File: config.mk
export PLATFORM = sky130hd
export DESIGN_NAME = icache_ctrl
export DESIGN_NICKNAME = d
export VERILOG_FILES = /design/src/rtl/icache_pkg.sv /design/src/rtl/icache_flush_seq.sv /design/src/rtl/icache_ctrl.sv
export SDC_FILE = /design/constraint.sdc
export NUM_CORES = 1
export LEC_CHECK = 0
export ABC_AREA = 1
export CORE_AREA = 2 2 100 102
export DETAILED_ROUTE_END_ITERATION = 16
export DIE_AREA = 0 0 102 104
export HOLD_SLACK_MARGIN = 0.12
export PLACE_DENSITY = 0.84
export SLEW_MARGIN = 20
export SYNTH_ARGS = -nofsm -noshare
export SYNTH_HDL_FRONTEND = slang
export SYNTH_SLANG_ARGS = --single-unit
File: constraint.sdc
create_clock -name clk -period 2.97 [get_ports clk]
set_input_delay 0.594 -clock clk [delete_from_list [all_inputs] [get_ports clk]]
set_output_delay 0.594 -clock clk [all_outputs]
set_load 0.005 [all_outputs]
File: src/rtl/icache_pkg.sv
// Shared types, geometry and address helpers for the instruction cache controller.
// Latency: n/a (package only).
// Backpressure: n/a (package only).
package icache_pkg;

    localparam int ADDR_W  = 32;
    localparam int INDEX_W = 6;
    localparam int OFF_W   = 2;
    localparam int TAG_W   = ADDR_W - INDEX_W - OFF_W;
    localparam int LINES   = 2 ** INDEX_W;

    localparam logic VALID_PRESENT = 1'b1;
    localparam logic VALID_ABSENT  = 1'b0;

    typedef enum logic [2:0] {
        S_IDLE,
        S_LOOKUP,
        S_COMPARE,
        S_REFILL,
        S_FILL,
        S_FLUSH
    } state_e;

    function automatic logic [TAG_W-1:0] addr_tag(input logic [ADDR_W-1:0] addr);
        return addr[ADDR_W-1 -: TAG_W];
    endfunction

    function automatic logic [INDEX_W-1:0] addr_index(input logic [ADDR_W-1:0] addr);
        return addr[OFF_W +: INDEX_W];
    endfunction

endpackage

File: src/rtl/icache_flush_seq.sv
// Invalidate-sweep line counter: walks every cache line once and flags the last one.
// Latency: index is valid in the same cycle en is high; done coincides with the last line.
// Backpressure: none; advances one line per enabled cycle.
module icache_flush_seq
    import icache_pkg::*;
(
    input  logic               clk,
    input  logic               rst,
    input  logic               en,
    output logic [INDEX_W-1:0] idx,
    output logic               done
);

    logic [INDEX_W-1:0] cnt;

    // Advance one line per sweep cycle; natural wrap returns the counter to 0 after the last line.
    always_ff @(posedge clk) begin
        if (rst) begin
            cnt <= '0;
        end else if (en) begin
            cnt <= cnt + INDEX_W'(1);
        end
    end

    assign idx  = cnt;
    assign done = en && (cnt == INDEX_W'(LINES - 1));

endmodule

File: src/rtl/icache_ctrl.sv
// Direct-mapped one-word-line I-cache sequencer: lookup, miss refill, whole-cache invalidate.
// Latency: hit acks 3 cycles after req is first seen (req cycle counted); miss acks the cycle after mem_ready.
// Backpressure: cpu held via cpu_stall; refill waits on mem_ready. ICACHE_PERF_CNT_EN adds hit/miss counters.
module icache_ctrl
    import icache_pkg::*;
(
    input  logic               clk,
    input  logic               rst,
    input  logic               cpu_req,
    input  logic [ADDR_W-1:0]  cpu_addr,
    output logic               cpu_ack,
    output logic [31:0]        cpu_rdata,
    output logic               cpu_stall,
    input  logic               flush_req,
    output logic               flush_done,
    output logic               mem_req,
    output logic [ADDR_W-1:0]  mem_addr,
    input  logic               mem_ready,
    input  logic [31:0]        mem_rdata,
    output logic [INDEX_W-1:0] ram_index,
    output logic               valid_wr,
    output logic               valid_wdata,
    input  logic               valid_rd,
    output logic               tag_wr,
    output logic [TAG_W-1:0]   tag_wdata,
    input  logic [TAG_W-1:0]   tag_rd,
    output logic               data_wr,
    output logic [31:0]        data_wdata,
`ifdef ICACHE_PERF_CNT_EN
    output logic [31:0]        hit_cnt,
    output logic [31:0]        miss_cnt,
`endif
    input  logic [31:0]        data_rd
);

    state_e             state_q;
    state_e             state_d;
    logic               flush_pend_q;
    logic [31:0]        fill_dat_q;
    logic [TAG_W-1:0]   cpu_tag;
    logic [INDEX_W-1:0] cpu_idx;
    logic               hit;
    logic               sweep_en;
    logic [INDEX_W-1:0] sweep_idx;
    logic               sweep_done;

    assign cpu_tag  = addr_tag(cpu_addr);
    assign cpu_idx  = addr_index(cpu_addr);
    assign hit      = valid_rd && (tag_rd == cpu_tag);
    assign sweep_en = (state_q == S_FLUSH);

    icache_flush_seq u_flush_seq (
        .clk  (clk),
        .rst  (rst),
        .en   (sweep_en),
        .idx  (sweep_idx),
        .done (sweep_done)
    );

    // State register plus the flush request that arrived while a fetch was in flight.
    always_ff @(posedge clk) begin
        if (rst) begin
            state_q      <= S_IDLE;
            flush_pend_q <= 1'b0;
        end else begin
            state_q <= state_d;
            if (state_q == S_IDLE) begin
                flush_pend_q <= 1'b0;
            end else if (state_q != S_FLUSH && flush_req) begin
                flush_pend_q <= 1'b1;
            end
        end
    end

    // Capture the refill word so FILL can write it and forward it to the CPU together.
    always_ff @(posedge clk) begin
        if (rst) begin
            fill_dat_q <= '0;
        end else if (state_q == S_REFILL && mem_ready) begin
            fill_dat_q <= mem_rdata;
        end
    end

    // Next state: a flush (new or pending) always wins over a fetch when idle.
    always_comb begin
        state_d = state_q;
        case (state_q)
            S_IDLE: begin
                if (flush_req || flush_pend_q) begin
                    state_d = S_FLUSH;
                end else if (cpu_req) begin
                    state_d = S_LOOKUP;
                end
            end
            S_LOOKUP:  state_d = S_COMPARE;
            S_COMPARE: state_d = hit ? S_IDLE : S_REFILL;
            S_REFILL:  state_d = mem_ready ? S_FILL : S_REFILL;
            S_FILL:    state_d = S_IDLE;
            S_FLUSH:   state_d = sweep_done ? S_IDLE : S_FLUSH;
            default:   state_d = S_IDLE;
        endcase
    end

    // Outputs: RAM index follows the fetch address except during the sweep; everything else is 0 by default.
    always_comb begin
        cpu_ack     = 1'b0;
        cpu_rdata   = '0;
        flush_done  = 1'b0;
        mem_req     = 1'b0;
        mem_addr    = '0;
        ram_index   = '0;
        valid_wr    = 1'b0;
        valid_wdata = VALID_ABSENT;
        tag_wr      = 1'b0;
        tag_wdata   = '0;
        data_wr     = 1'b0;
        data_wdata  = '0;
        case (state_q)
            S_IDLE: begin
                ram_index = cpu_req ? cpu_idx : '0;
            end
            S_LOOKUP: begin
                ram_index = cpu_idx;
            end
            S_COMPARE: begin
                ram_index = cpu_idx;
                if (hit) begin
                    cpu_ack   = 1'b1;
                    cpu_rdata = data_rd;
                end
            end
            S_REFILL: begin
                ram_index = cpu_idx;
                mem_req   = 1'b1;
                mem_addr  = {cpu_tag, cpu_idx, {OFF_W{1'b0}}};
            end
            S_FILL: begin
                ram_index   = cpu_idx;
                valid_wr    = 1'b1;
                valid_wdata = VALID_PRESENT;
                tag_wr      = 1'b1;
                tag_wdata   = cpu_tag;
                data_wr     = 1'b1;
                data_wdata  = fill_dat_q;
                cpu_ack     = 1'b1;
                cpu_rdata   = fill_dat_q;
            end
            S_FLUSH: begin
                ram_index   = sweep_idx;
                valid_wr    = 1'b1;
                valid_wdata = VALID_ABSENT;
                flush_done  = sweep_done;
            end
            default: ;
        endcase
        cpu_stall = (state_q != S_IDLE) || (cpu_req && !cpu_ack);
    end

`ifdef ICACHE_PERF_CNT_EN
    // Classify each lookup at the COMPARE decision; a flush leaves the totals alone.
    always_ff @(posedge clk) begin
        if (rst) begin
            hit_cnt  <= '0;
            miss_cnt <= '0;
        end else if (state_q == S_COMPARE) begin
            if (hit) begin
                hit_cnt <= hit_cnt + 32'd1;
            end else begin
                miss_cnt <= miss_cnt + 32'd1;
            end
        end
    end
`endif

endmodule

# Word level (Yosys, flattened, before mapping)
# Index checks and enable logic that the tools add are counted.
# op_classes
n_mux	19
addsub	1
n_reduce_logical	13
n_eq_ne	9
# op_table
cell	n
$mux W32	3
$pmux W32 S2	1
$eq A24 B24 Y1	1
$mux W24	1
$pmux W6 S3	1
$pmux W3 S5	1
$mux W3	4
$add A6 B1 Y6 const B	1
$eq A3 B2 Y1 const B	2
$eq A3 B3 Y1 const B	2
$eq A6 B6 Y1 const B	1
$mux W6	1
$logic_and A1 B1 Y1	5
$mux W1	5
$reduce_or A2 Y1	2
$reduce_or A4 Y1	1
$eq A3 B1 Y1 const B	1
$logic_not A3 Y1	1
$ne A3 B2 Y1 const B	1
$ne A3 B3 Y1 const B	1
$reduce_bool A3 Y1	1
$logic_or A1 B1 Y1	2
$mux W2	1
$pmux W1 S2	1
$logic_not A1 Y1	1
# totals
regBits	42
output_inout_bits	134
inputBits	126

# Depth between registers and ports, before layout
# depth
word_depth	7
mapped_depth	11

# Cells and area by module
# Synthesis repeated with hierarchy kept, for this count alone.
# unflattened
hier_cells	555
hier_area_um2	3186.8
# modules_own_cells
module	seq_area_each_um2	cells_per_inst	instances	area_per_inst_um2
icache_ctrl	720.7	517	1	2899.0
icache_flush_seq	120.1	38	1	287.8

# Least setup slack after synthesis
# No wires, ideal clock.
# synth_timing
kind	input to output
from	input port cpu_addr[19]
to	output port cpu_rdata[0]
required_time_ns	2.376
arrival_ns	1.478
path_buffers	2
stages	11
setup_slack_ns	0.898
path_cell_list	inv_1 nand2_1 o21ai_0 nor2_1 nand2_1 nor2_2 and2_4 buf_8 buf_8 nand4_1 nand2_1
# synth_via
elab_chain_cells	4
# synth_rtl
item	line	text
start, declared	icache_ctrl.sv:10	input logic [ADDR_W-1:0] cpu_addr,
$eq A24 B24 Y1	icache_ctrl.sv:49	assign hit = valid_rd && (tag_rd == cpu_tag);
$logic_and A1 B1 Y1	icache_ctrl.sv:49	
$mux W32	icache_ctrl.sv:127	if (hit) begin
$pmux W32 S2	icache_ctrl.sv:118	case (state_q)
end, declared	icache_ctrl.sv:12	output logic [31:0] cpu_rdata,
# Every way passes these cells.

# Worst setup path after layout
# layout_timing
from	input port cpu_addr[24]
to	output port cpu_rdata[21]
# The elaborated chain is that of the path after synthesis.

==> metrics.md <==
| Metric | Value |
|---|---|
| Status | completed |
| Dominant combinational cell family by area after synthesis | simple AND/OR/NAND/NOR gates |
| Layout cells sized above 1 | 14.5% |
| Final worst path period share | 97.0% |
| Fraction of registers with async set/reset | 0% |
| DIE AREA | 10600 um2 |
| R2R cell count | 7 |
| Worst EP arrival | 2.29 ns |
| GPL Wtd Cong | 0.838 |
| Hold depth | 2 |
| Critical Path Start Type | input port |
| Warnings, synthesis | 0 |
| Synth Area in Compound Gates | 16.3% |
| Post-synthesis cell type count | 32 |
| XOR/XNOR Fraction of Synth Area | 1.38% |
| Finished Layout Cells | 961 |
| Initial core utilization | 33.1% |
| Hpwl dp | 10100 um |
| # port buffers | 255 |
| Root Driver | clkbuf_8 |
| Slew @ Worst Pin | 0.614 ns |
| Register bit total from synthesis | 42 |
| Ys flop type | dfxtp_1 |
| Worst hold path class | flop to flop |
| Die Y | 104 um |
| Critical path's slowest cell | clkdlybuf4s50_1 |
| IO Pins | 260 |
| Largest net degree at the start of global routing | 65 |
| Final setup fails | 0 |
| Crit path required time | 2.38 ns |
| Post-synthesis sequential area ratio | 26.6% |
| Post-Syn Area | 3160 um2 |
| Area of the core | 9550 um2 |
| NumNets Final | 954 |
| CTS clk-pin slew, worst paths | 0.08 ns |
| Minimum clock period | 2.88 ns |
| CTS tree | yes |
| Commonest non-fill, non-tap cell in the layout | clkdlybuf4s50_1 |
| Insertion delay to the later sink of the worst-skew pair | 0.29 ns |
| Post-synthesis simple-gate area fraction | 32.8% |
| RSZ-0062 raised after global routing | yes |
| Mux cell area share after synthesis | 0% |
| Vias in the first global route | 4165 |
| FILL cells | 862 |
| CP Capture Type | output pin |
| Max Clk Rate | 0.347 GHz |
| Buf/Inv on CP | 5 |
| Syn Area/Cell | 5.76 um2 |
| Mapped Cells | 549 |
| Clk_skew | 0.0115 ns |
| Critical path's most frequent cell | nand2_1 |
| Wire length per cell | 14.0 um |
| Via density | 4.61 |
| Iter 0 DRT Violations | 103 |
| CTS sink count | 42 |
| Most frequent cells in the layout | 187 x clkdlybuf4s50_1, 107 x inv_1, 104 x nor2_1 |
| CP Max Fanout | 6 |
| Hold Vio Cnt, Final | 0 |
| CP Depth | 12 |
| Max Slew Vio Count | 0 |
| Post-synth EDFFs | 0 |
| Top Family by Delay on Critical Path | buffers and inverters |
| Power Density | 338 nW/um2 |
| Die width | 102 um |
| H-tree depth | 2 |
| Routed Antenna Nets | 0 |
| Vias | 4426 |
| Worst Path Class, Setup | input port to output pin |
| Crit path cell chain | clkdlybuf4s50_1 -> inv_2 -> nand2_1 -> nand2_1 -> nor2_1 -> nand2_1 -> nor2_4 -> buf_6 -> clkbuf_16 -> nand4_1 -> nand2_1 -> clkdlybuf4s15_1 |
| Final WL | 13500 um |
| GRT Total Usage | 23.2% |
| Area Overhead vs Synth | 92.4% |
| Worst VDD drop | 0.000355 V |
| Num CTS Buffers | 5 |
| Slowest stage delay, CP | 0.49 ns |
| Antenna violations before repair | 0 |
| Tot Pwr | 0.00205 W |
| Maxcap violations | 0 |
| Leak | 2.79 nW |
| Hold-fix buffers, CTS | 0 |
| Post-synthesis adder-cell area fraction | 0.396% |
| Diodes inserted | 0 |
| Total gr overflow | 0 |
| # DRC | 0 |
| Row Count | 36 |
| First-pass GRT wire length | 19600 um |
| Placed cells | 935 |
| Clock Path Buffers | 2 |
| First-pass iteration count of the detailed router | 4 |
| Slew HR | 58.9% |
## per-layer routing
layer	share of wire, %	up-vias	GRT usage, %
li1	-	2239	-
met1	38	1986	23.1
met2	52	187	44.5
met3	8.8	14	7.12
met4	1.2	0	7.43
met5	0	-	0
## flip-flops by register name (all words and copies together), names as in the netlist
| name | flops |
|---|---|
| fill_dat_q | 32 |
| u_flush_seq.idx | 6 |
| state_q | 3 |
| flush_pend_q | 1 |
## kinds of logic after synthesis
| kind of cell | count (synthesis) |
|---|---|
| other | 1 |
| and+or+nand+nor | 241 |
| buffers and inverters | 160 |
| DFF | 42 |
| adders and majority gates | 1 |
| xor gates and xnor gates | 5 |
| AOI/OAI and AO/OA | 99 |
## cells in the mapped netlist (2+ instances only)
cell,n,area (um2)
clkbuf_1,7,26.3
buf_4,7,52.6
o22ai_1,4,25.0
o21ai_0,32,160
nand2_2,3,18.8
o21ai_1,15,75.1
nor2_1,104,390
dfxtp_1,42,841
nor3_1,4,20.0
buf_2,13,65.1
buf_8,4,60.1
xnor2_1,2,17.5
xor2_1,3,26.3
buf_6,3,33.8
nand2_1,83,312
a21oi_1,42,210
inv_2,13,48.8
nand3_1,8,40.0
nand4_1,32,200
nor2_2,4,25.0
inv_1,113,424
## through the flow
| step | TNS (ns) | utilization (%) | cell area, um2 | hold slack [ns] | setup WS (ns) |
|---|---|---|---|---|---|
| after floorplan | 0 | - | 3170 | 0.430 | 0.898 |
| after global placement | -6.43 | 62.0 | 5920 | 0.440 | -0.226 |
| after detailed placement | -7.74 | 62.0 | 5920 | 0.445 | -0.281 |
| after CTS | -0.162 | 63.7 | 6080 | 0.459 | -0.162 |
| after global routing | -0.0505 | 63.7 | 6090 | 0.478 | -0.0312 |
| final | 0 | 63.7 | 6090 | 0.457 | 0.0879 |
## what timing repair did
action / in CTS / in global routing
pin swaps: 28 / 21
gates cloned: 3 / 2
setup buffers: 7 / 8
setup endpoints to repair: 33 / 31
resized for setup: 104 / 52
## layout make-up
| cell class | count | area, um2 | share of cell area [%] |
|---|---|---|---|
| clock inverter | 2 | 12.5 | 0.206 |
| inverter | 126 | 473 | 7.77 |
| tap | 133 | 166 | 2.73 |
| multi-input combinational | 348 | 1660 | 27.3 |
| timing repair buffer | 304 | 2850 | 46.9 |
| clock buffer | 6 | 82.6 | 1.36 |
| sequential | 42 | 841 | 13.8 |
## worst register-to-register path, delay by kind of cell (launching register included)
kind	cells	cell delay, ns
AND/OR/NAND/NOR	3	0.65
buffers and inverters	2	0.53
flip-flops	1	0.52
AO/OA/AOI/OAI	2	0.35
## final timing paths
path | startpoint | end | slack (ns)
max | cpu_addr[24] | cpu_rdata[21] | 0.09
min | fill_dat_q[3] | fill_dat_q[3] | 0.46
max reg2reg | state_q[2] | fill_dat_q[11] | 0.84
min reg2reg | fill_dat_q[3] | fill_dat_q[3] | 0.46
## where the power goes
| part | internal [W] | switching [W] |
|---|---|---|
| Combinational | 0.000518 | 0.000491 |
| Sequential | 0.000614 | 0.0000407 |
| Clock | 0.000187 | 0.000204 |
(Power assumes the default switching activity.)
